===== config.mk =====
export PLATFORM = sky130hd
export DESIGN_NAME = seq_alu
export DESIGN_NICKNAME = d
export VERILOG_FILES = /design/src/rtl/seq_alu.sv
export SDC_FILE = /design/constraint.sdc
export NUM_CORES = 1
export LEC_CHECK = 0
export BUFFER_PORTS_ARGS = -buffer_cell sky130_fd_sc_hd__clkbuf_2
export CORE_ASPECT_RATIO = 0.7
export CORE_MARGIN = 1.5
export CORE_UTILIZATION = 40
export CTS_CLUSTER_SIZE = 28
export DETAILED_ROUTE_END_ITERATION = 12
export PLACE_DENSITY_LB_ADDON = 0.08
export SLEW_MARGIN = 5
export SYNTH_ARGS = -nofsm -noshare
export SYNTH_HDL_FRONTEND = slang
export SYNTH_SLANG_ARGS = --single-unit

===== constraint.sdc =====
create_clock -name Clk -period 6.06 [get_ports Clk]
set_clock_uncertainty 0.2 [all_clocks]
set_input_delay 0.606 -clock Clk [delete_from_list [all_inputs] [get_ports Clk]]
set_output_delay 0.606 -clock Clk [all_outputs]
set_load 0.03 [all_outputs]

===== src/rtl/seq_alu.sv =====
// Sequential ALU: 1-cycle arithmetic/logic ops, iterative 1-bit-per-cycle shift/rotate (N+1 cycles for count N).
// Valid/ready on both sides: one operation in flight, result held in HOLD until OutReady, InReady only in IDLE.
module seq_alu #(
    parameter int W  = 8,
    parameter int SW = 3
) (
    input  logic         Clk,
    input  logic         Reset_n,
    input  logic         InValid,
    output logic         InReady,
    input  logic [3:0]   OpCode,
    input  logic [W-1:0] InA,
    input  logic [W-1:0] InB,
    output logic         OutValid,
    input  logic         OutReady,
    output logic [W-1:0] Result,
    output logic         Zero,
    output logic         Carry,
    output logic         Illegal
);

    typedef enum logic [1:0] {
        S_IDLE  = 2'd0,
        S_SHIFT = 2'd1,
        S_HOLD  = 2'd2
    } state_t;

    localparam logic [3:0] OP_ADD = 4'b0000;
    localparam logic [3:0] OP_SUB = 4'b0001;
    localparam logic [3:0] OP_AND = 4'b0010;
    localparam logic [3:0] OP_XOR = 4'b0011;
    localparam logic [3:0] OP_ROL = 4'b0100;
    localparam logic [3:0] OP_ROR = 4'b0101;
    localparam logic [3:0] OP_LSH = 4'b0110;
    localparam logic [3:0] OP_RSH = 4'b0111;
    localparam logic [3:0] OP_MOV = 4'b1111;

    state_t        state_q, state_d;
    logic [1:0]    shop_q;
    logic [W-1:0]  acc_q;
    logic [SW-1:0] cnt_q;
    logic [W-1:0]  result_q;
    logic          zero_q, carry_q, illegal_q;

    logic [SW-1:0] cnt_in;
    logic          is_shift, go_shift, last_step;
    logic [W:0]    sum;
    logic [W-1:0]  alu_res;
    logic          alu_carry, alu_illegal;
    logic [W-1:0]  step_val;
    logic          step_out;

    assign cnt_in    = InB[SW-1:0];
    assign is_shift  = (OpCode[3:2] == 2'b01);
    assign go_shift  = is_shift && (cnt_in != '0);
    assign last_step = (cnt_q == SW'(1));

    always_ff @(posedge Clk) begin
        if (!Reset_n) state_q <= S_IDLE;
        else          state_q <= state_d;
    end

    always_comb begin
        state_d = state_q;
        case (state_q)
            S_IDLE:  if (InValid) state_d = go_shift ? S_SHIFT : S_HOLD;
            S_SHIFT: if (last_step) state_d = S_HOLD;
            S_HOLD:  if (OutReady) state_d = S_IDLE;
            default: state_d = S_IDLE;
        endcase
    end

    always_comb begin
        InReady  = (state_q == S_IDLE);
        OutValid = (state_q == S_HOLD);
    end

    always_comb begin
        sum         = {1'b0, InA} + {1'b0, InB};
        alu_res     = '0;
        alu_carry   = 1'b0;
        alu_illegal = 1'b0;
        case (OpCode)
            OP_ADD: begin
                alu_res   = sum[W-1:0];
                alu_carry = sum[W];
            end
            OP_SUB: begin
                alu_res   = InA - InB;
                alu_carry = (InA >= InB);
            end
            OP_AND: alu_res = InA & InB;
            OP_XOR: alu_res = InA ^ InB;
            OP_MOV: alu_res = InA;
            // Only reached with a zero shift count: pass InA through.
            OP_ROL, OP_ROR, OP_LSH, OP_RSH: alu_res = InA;
            default: alu_illegal = 1'b1;
        endcase
    end

    // shop_q[0]: 0=left 1=right; shop_q[1]: 0=rotate 1=zero-fill
    always_comb begin
        if (!shop_q[0]) begin
            step_out = acc_q[W-1];
            step_val = {acc_q[W-2:0], shop_q[1] ? 1'b0 : acc_q[W-1]};
        end else begin
            step_out = acc_q[0];
            step_val = {shop_q[1] ? 1'b0 : acc_q[0], acc_q[W-1:1]};
        end
    end

    always_ff @(posedge Clk) begin
        if (!Reset_n) begin
            shop_q    <= '0;
            acc_q     <= '0;
            cnt_q     <= '0;
            result_q  <= '0;
            zero_q    <= 1'b0;
            carry_q   <= 1'b0;
            illegal_q <= 1'b0;
        end else begin
            case (state_q)
                S_IDLE: if (InValid) begin
                    shop_q <= OpCode[1:0];
                    acc_q  <= InA;
                    cnt_q  <= cnt_in;
                    if (!go_shift) begin
                        result_q  <= alu_res;
                        zero_q    <= (alu_res == '0);
                        carry_q   <= alu_carry;
                        illegal_q <= alu_illegal;
                    end
                end
                S_SHIFT: begin
                    acc_q <= step_val;
                    cnt_q <= cnt_q - SW'(1);
                    if (last_step) begin
                        result_q  <= step_val;
                        zero_q    <= (step_val == '0);
                        carry_q   <= step_out;
                        illegal_q <= 1'b0;
                    end
                end
                default: ;
            endcase
        end
    end

    assign Result  = result_q;
    assign Zero    = zero_q;
    assign Carry   = carry_q;
    assign Illegal = illegal_q;

endmodule

==> impl_summary.txt <==
----------------------------------------------------
[Logic synthesis]
  Total number of yosys warnings ... 0
  Mapped Area ... between 2000 and 3000 sq um
  Sequential element share of the synthesized area ... about a fifth
  Top_reg_cell synth ... sky130_fd_sc_hd__dfxtp_1
  Number of enable flip-flop cells after synthesis ... 0
  Post-Syn Nets ... ~380
  Syn Inst Count ... approximately 330
  Post-synthesis async set-or-reset flop share ... 0%
  Distinct cell type count after synthesis ... 61
  Post-synthesis area per instance ... ~7.6 sq um
  Number of register bits inferred by synthesis ... 26

[GRT]
  Total gr overflow ... 0
  Pin count of the biggest net entering global routing ... 32
  First-pass GRT wire length ... ~12 mm
  Initial antenna violation count ... 0
  Total GRT Usage ... a little under a quarter
  Vias in the first global route ... around 2.2k

[Timing]
  Worst slew pin tran ... just under 1000 ps
  Final number of max-transition violations ... 0
  Fmax ... between 300 and 400 MHz
  Unrepaired setup endpoints after global routing ... false
  Total negative setup slack ... 0 ps
  Final period util ... 48.4%
  Worst max-slew margin expressed relative to the limit ... 34.6%
  Setup violation total in the final timing report ... 0
  Post-layout minimum cycle time ... 2930 ps
  Number of hold-slack violations in the final timing report ... 0

[Placement]
  Buffers added on ports ... 36
  Global placement routability congestion ... just over 0.9
  Placed instance area ... ~2700 sq um
  Detail Placement HPWL ... 5.94 mm

[Power]
  Proportion of power drawn by the clock network ... around 27%
  Internal portion of total power ... 0.350 mW
  Part of the total power dissipated in sequential elements ... a little under two fifths
  Gate power share ... a little over a third
  Post-layout total power ... 0.554 mW
  Proportion of total power due to net switching ... a little under two fifths
  LEAKAGE ... about 1.2 nW
  Maximum VDD drop ... about 83 uV
  Power spent charging and discharging nets ... just over 0.2 mW
  Total power per unit cell area ... about 200 nW/um^2

[Final layout]
  Layout Nets ... between 300 and 400
  Commonest non-fill, non-tap cell in the layout ... sky130_fd_sc_hd__clkbuf_2
  Post-synthesis to final-layout area growth ... 9.66%
  Commonest cells after routing, fill and taps aside ... 36 x sky130_fd_sc_hd__clkbuf_2, 31 x sky130_fd_sc_hd__nor2_1, 26 x sky130_fd_sc_hd__dfxtp_1, 26 x sky130_fd_sc_hd__a21oi_1
  Post-layout utilization of the core ... 45.0%
  Antenna diodes ... 0
  Layout cells sized above 1 ... roughly 16%
  Cell area after layout ... between 2000 and 3000 sq um

[Clock network]
  Number of hold buffers added after CTS ... 0
  Inserted Clock Buffers ... 3
  Number of post-CTS setup repair buffers ... 0
  Clock Pin Slew Worst Setup and Hold Paths ... 100 ps
  Root Buffer Master ... sky130_fd_sc_hd__clkbuf_8
  Sinks on Clock Net ... 26
  TritonCTS clock tree ... built
  Maximum buffer depth of the clock tree ... 2
  H-Tree Level Count ... 1
  CTS resizes ... 0
  Insertion delay of the later-clocked pin in the worst-skew pair ... approximately 280 ps

[Die]
  Core Footprint ... about 6200 sq um
  Chip Height ... 69.7 um
  Placement row count ... 24
  Top-level I/O count ... 37
  Overall die area ... between 6000 and 7000 sq um
  X dimension of the die ... 98.2 um
  Initial cell density of the core ... about two fifths

[Worst setup path]
  Critical setup path kind ... register to register
  Arrival time at the worst endpoint ... 2930 ps
  Kind of start point of the critical path ... register
  Crit Path Max Fanout ... 31
  CP Capture Type ... register
  Critical path data required time ... 6060 ps

[Route]
  Post-DR wirelength/cell ... 18.3 um
  Final wirelength ... about 7.8 mm
  Number of violations reported at the end of detailed-routing iteration 0 ... between 300 and 400
  Vias per Instance ... just over 6
  Length of the first detailed-routing pass in iterations ... 4
  Drc violations ... 0
  Antenna-violating nets left ... 0
  DR vias ... 2596

[Min path]
  Kind of path behind the tightest hold check ... register to register

[Flow run]
  Number of max-cap violations ... 0

[Run status]
  Run status ... finished, final reports clean

----------------------------------------------------
worst paths after layout:
path | start | to | slack [ps] | depth (start not counted)
setup reg to reg | state_q[0]$_SDFFE_PN0P_ | Zero$_SDFFE_PN0P_ | 3130 | 6
hold / removal | Result[3]$_SDFFE_PN0P_ | Result[3]$_SDFFE_PN0P_ | 270 | 2
hold reg to reg | Result[3]$_SDFFE_PN0P_ | Result[3]$_SDFFE_PN0P_ | 270 | 2
setup / recovery | state_q[0]$_SDFFE_PN0P_ | Zero$_SDFFE_PN0P_ | 3130 | 6
per-stage QoR:
stage	hold WS, ps	setup slack [ps]	cells
global route	289	2860	426
detailed placement	255	2980	422
global placement	240	2990	422
finish	266	3130	426
CTS	269	3180	426
floorplan	276	3370	333
area by class of cell:
type,count,area [sq um]
timing repair buffer,36,180
sequential,26,520
fill,641,3400
clock inverter,1,30.0
clock buffer,3,41.3
inverter,23,86.3
multi-input combinational,259,1830
tap,78,97.6
power by group through the flow:
stage / clock network [mW] / registers, mW / logic [mW]
floorplan: 0 / 0.206 / 0.140
global placement: 0 / 0.208 / 0.194
detailed placement: 0 / 0.208 / 0.194
CTS: 0.153 / 0.204 / 0.195
global route: 0.160 / 0.207 / 0.217
finish: 0.152 / 0.204 / 0.198
state kept, by name, summed over array words and instances (netlist names):
signal,count
Zero,1
shop_q,2
acc_q,8
Carry,1
cnt_q,3
Illegal,1
Result,8
state_q,2
Yosys cell counts (all sizes together) (3+ instances only):
library cell	number	area share (%)
a211oi	5	1.5
a32oi	5	1.7
and3	3	0.74
nand2b	9	2.2
nand4	3	0.74
mux2i	14	5.5
or3	3	0.74
ha	19	9.4
dfxtp	26	20
a31oi	3	0.74
or2	4	0.99
o221a	10	4.4
a21oi	27	5.5
buf	5	1.1
o21ai	9	1.8
a211o	4	1.4
nand2	22	3.3
clkbuf	20	3.0
inv	23	3.4
a31o	3	1.0
nor2b	7	1.7
xnor2	3	1.0
and2	4	0.99
nor3b	4	1.2
o211ai	6	1.8
nand3	9	1.8
nor3	8	1.6
nor2	31	4.6
a32o	4	1.6
o31ai	5	1.5
a22oi	8	2.4
kinds of logic after synthesis:
logic type	after synthesis	share of synthesized area [%]
and+or+nand+nor	113	22.5
AOI/OAI and AO/OA	107	31.6
buffers and inverters	48	7.49
DFF	26	20.5
adders and majority gates	21	10.9
muxes	15	5.96
xor gates and xnor gates	3	1.03
layer usage:
layer / up-vias / routed length (um) / global-route usage [%] / share of wire [%]
li1: 1262 / - / - / -
met1: 1234 / 4070 / 38.0 / 52
met2: 93 / 3010 / 29.3 / 39
met3: 7 / 661 / 5.04 / 8.5
met4: 0 / 52 / 2.82 / 0.67
met5: - / 0 / 0 / 0
worst max-delay path, cell delays in order, from the launching register on:
cell                       delay (ps)
sky130_fd_sc_hd__dfxtp_1          980
sky130_fd_sc_hd__nor3b_1          220
sky130_fd_sc_hd__a221oi_2         650
sky130_fd_sc_hd__nor2_1            90
sky130_fd_sc_hd__nor4b_1          320
sky130_fd_sc_hd__nand4_1          140
sky130_fd_sc_hd__o41ai_1          240
No activity file was read; power rests on OpenSTA's default activity.
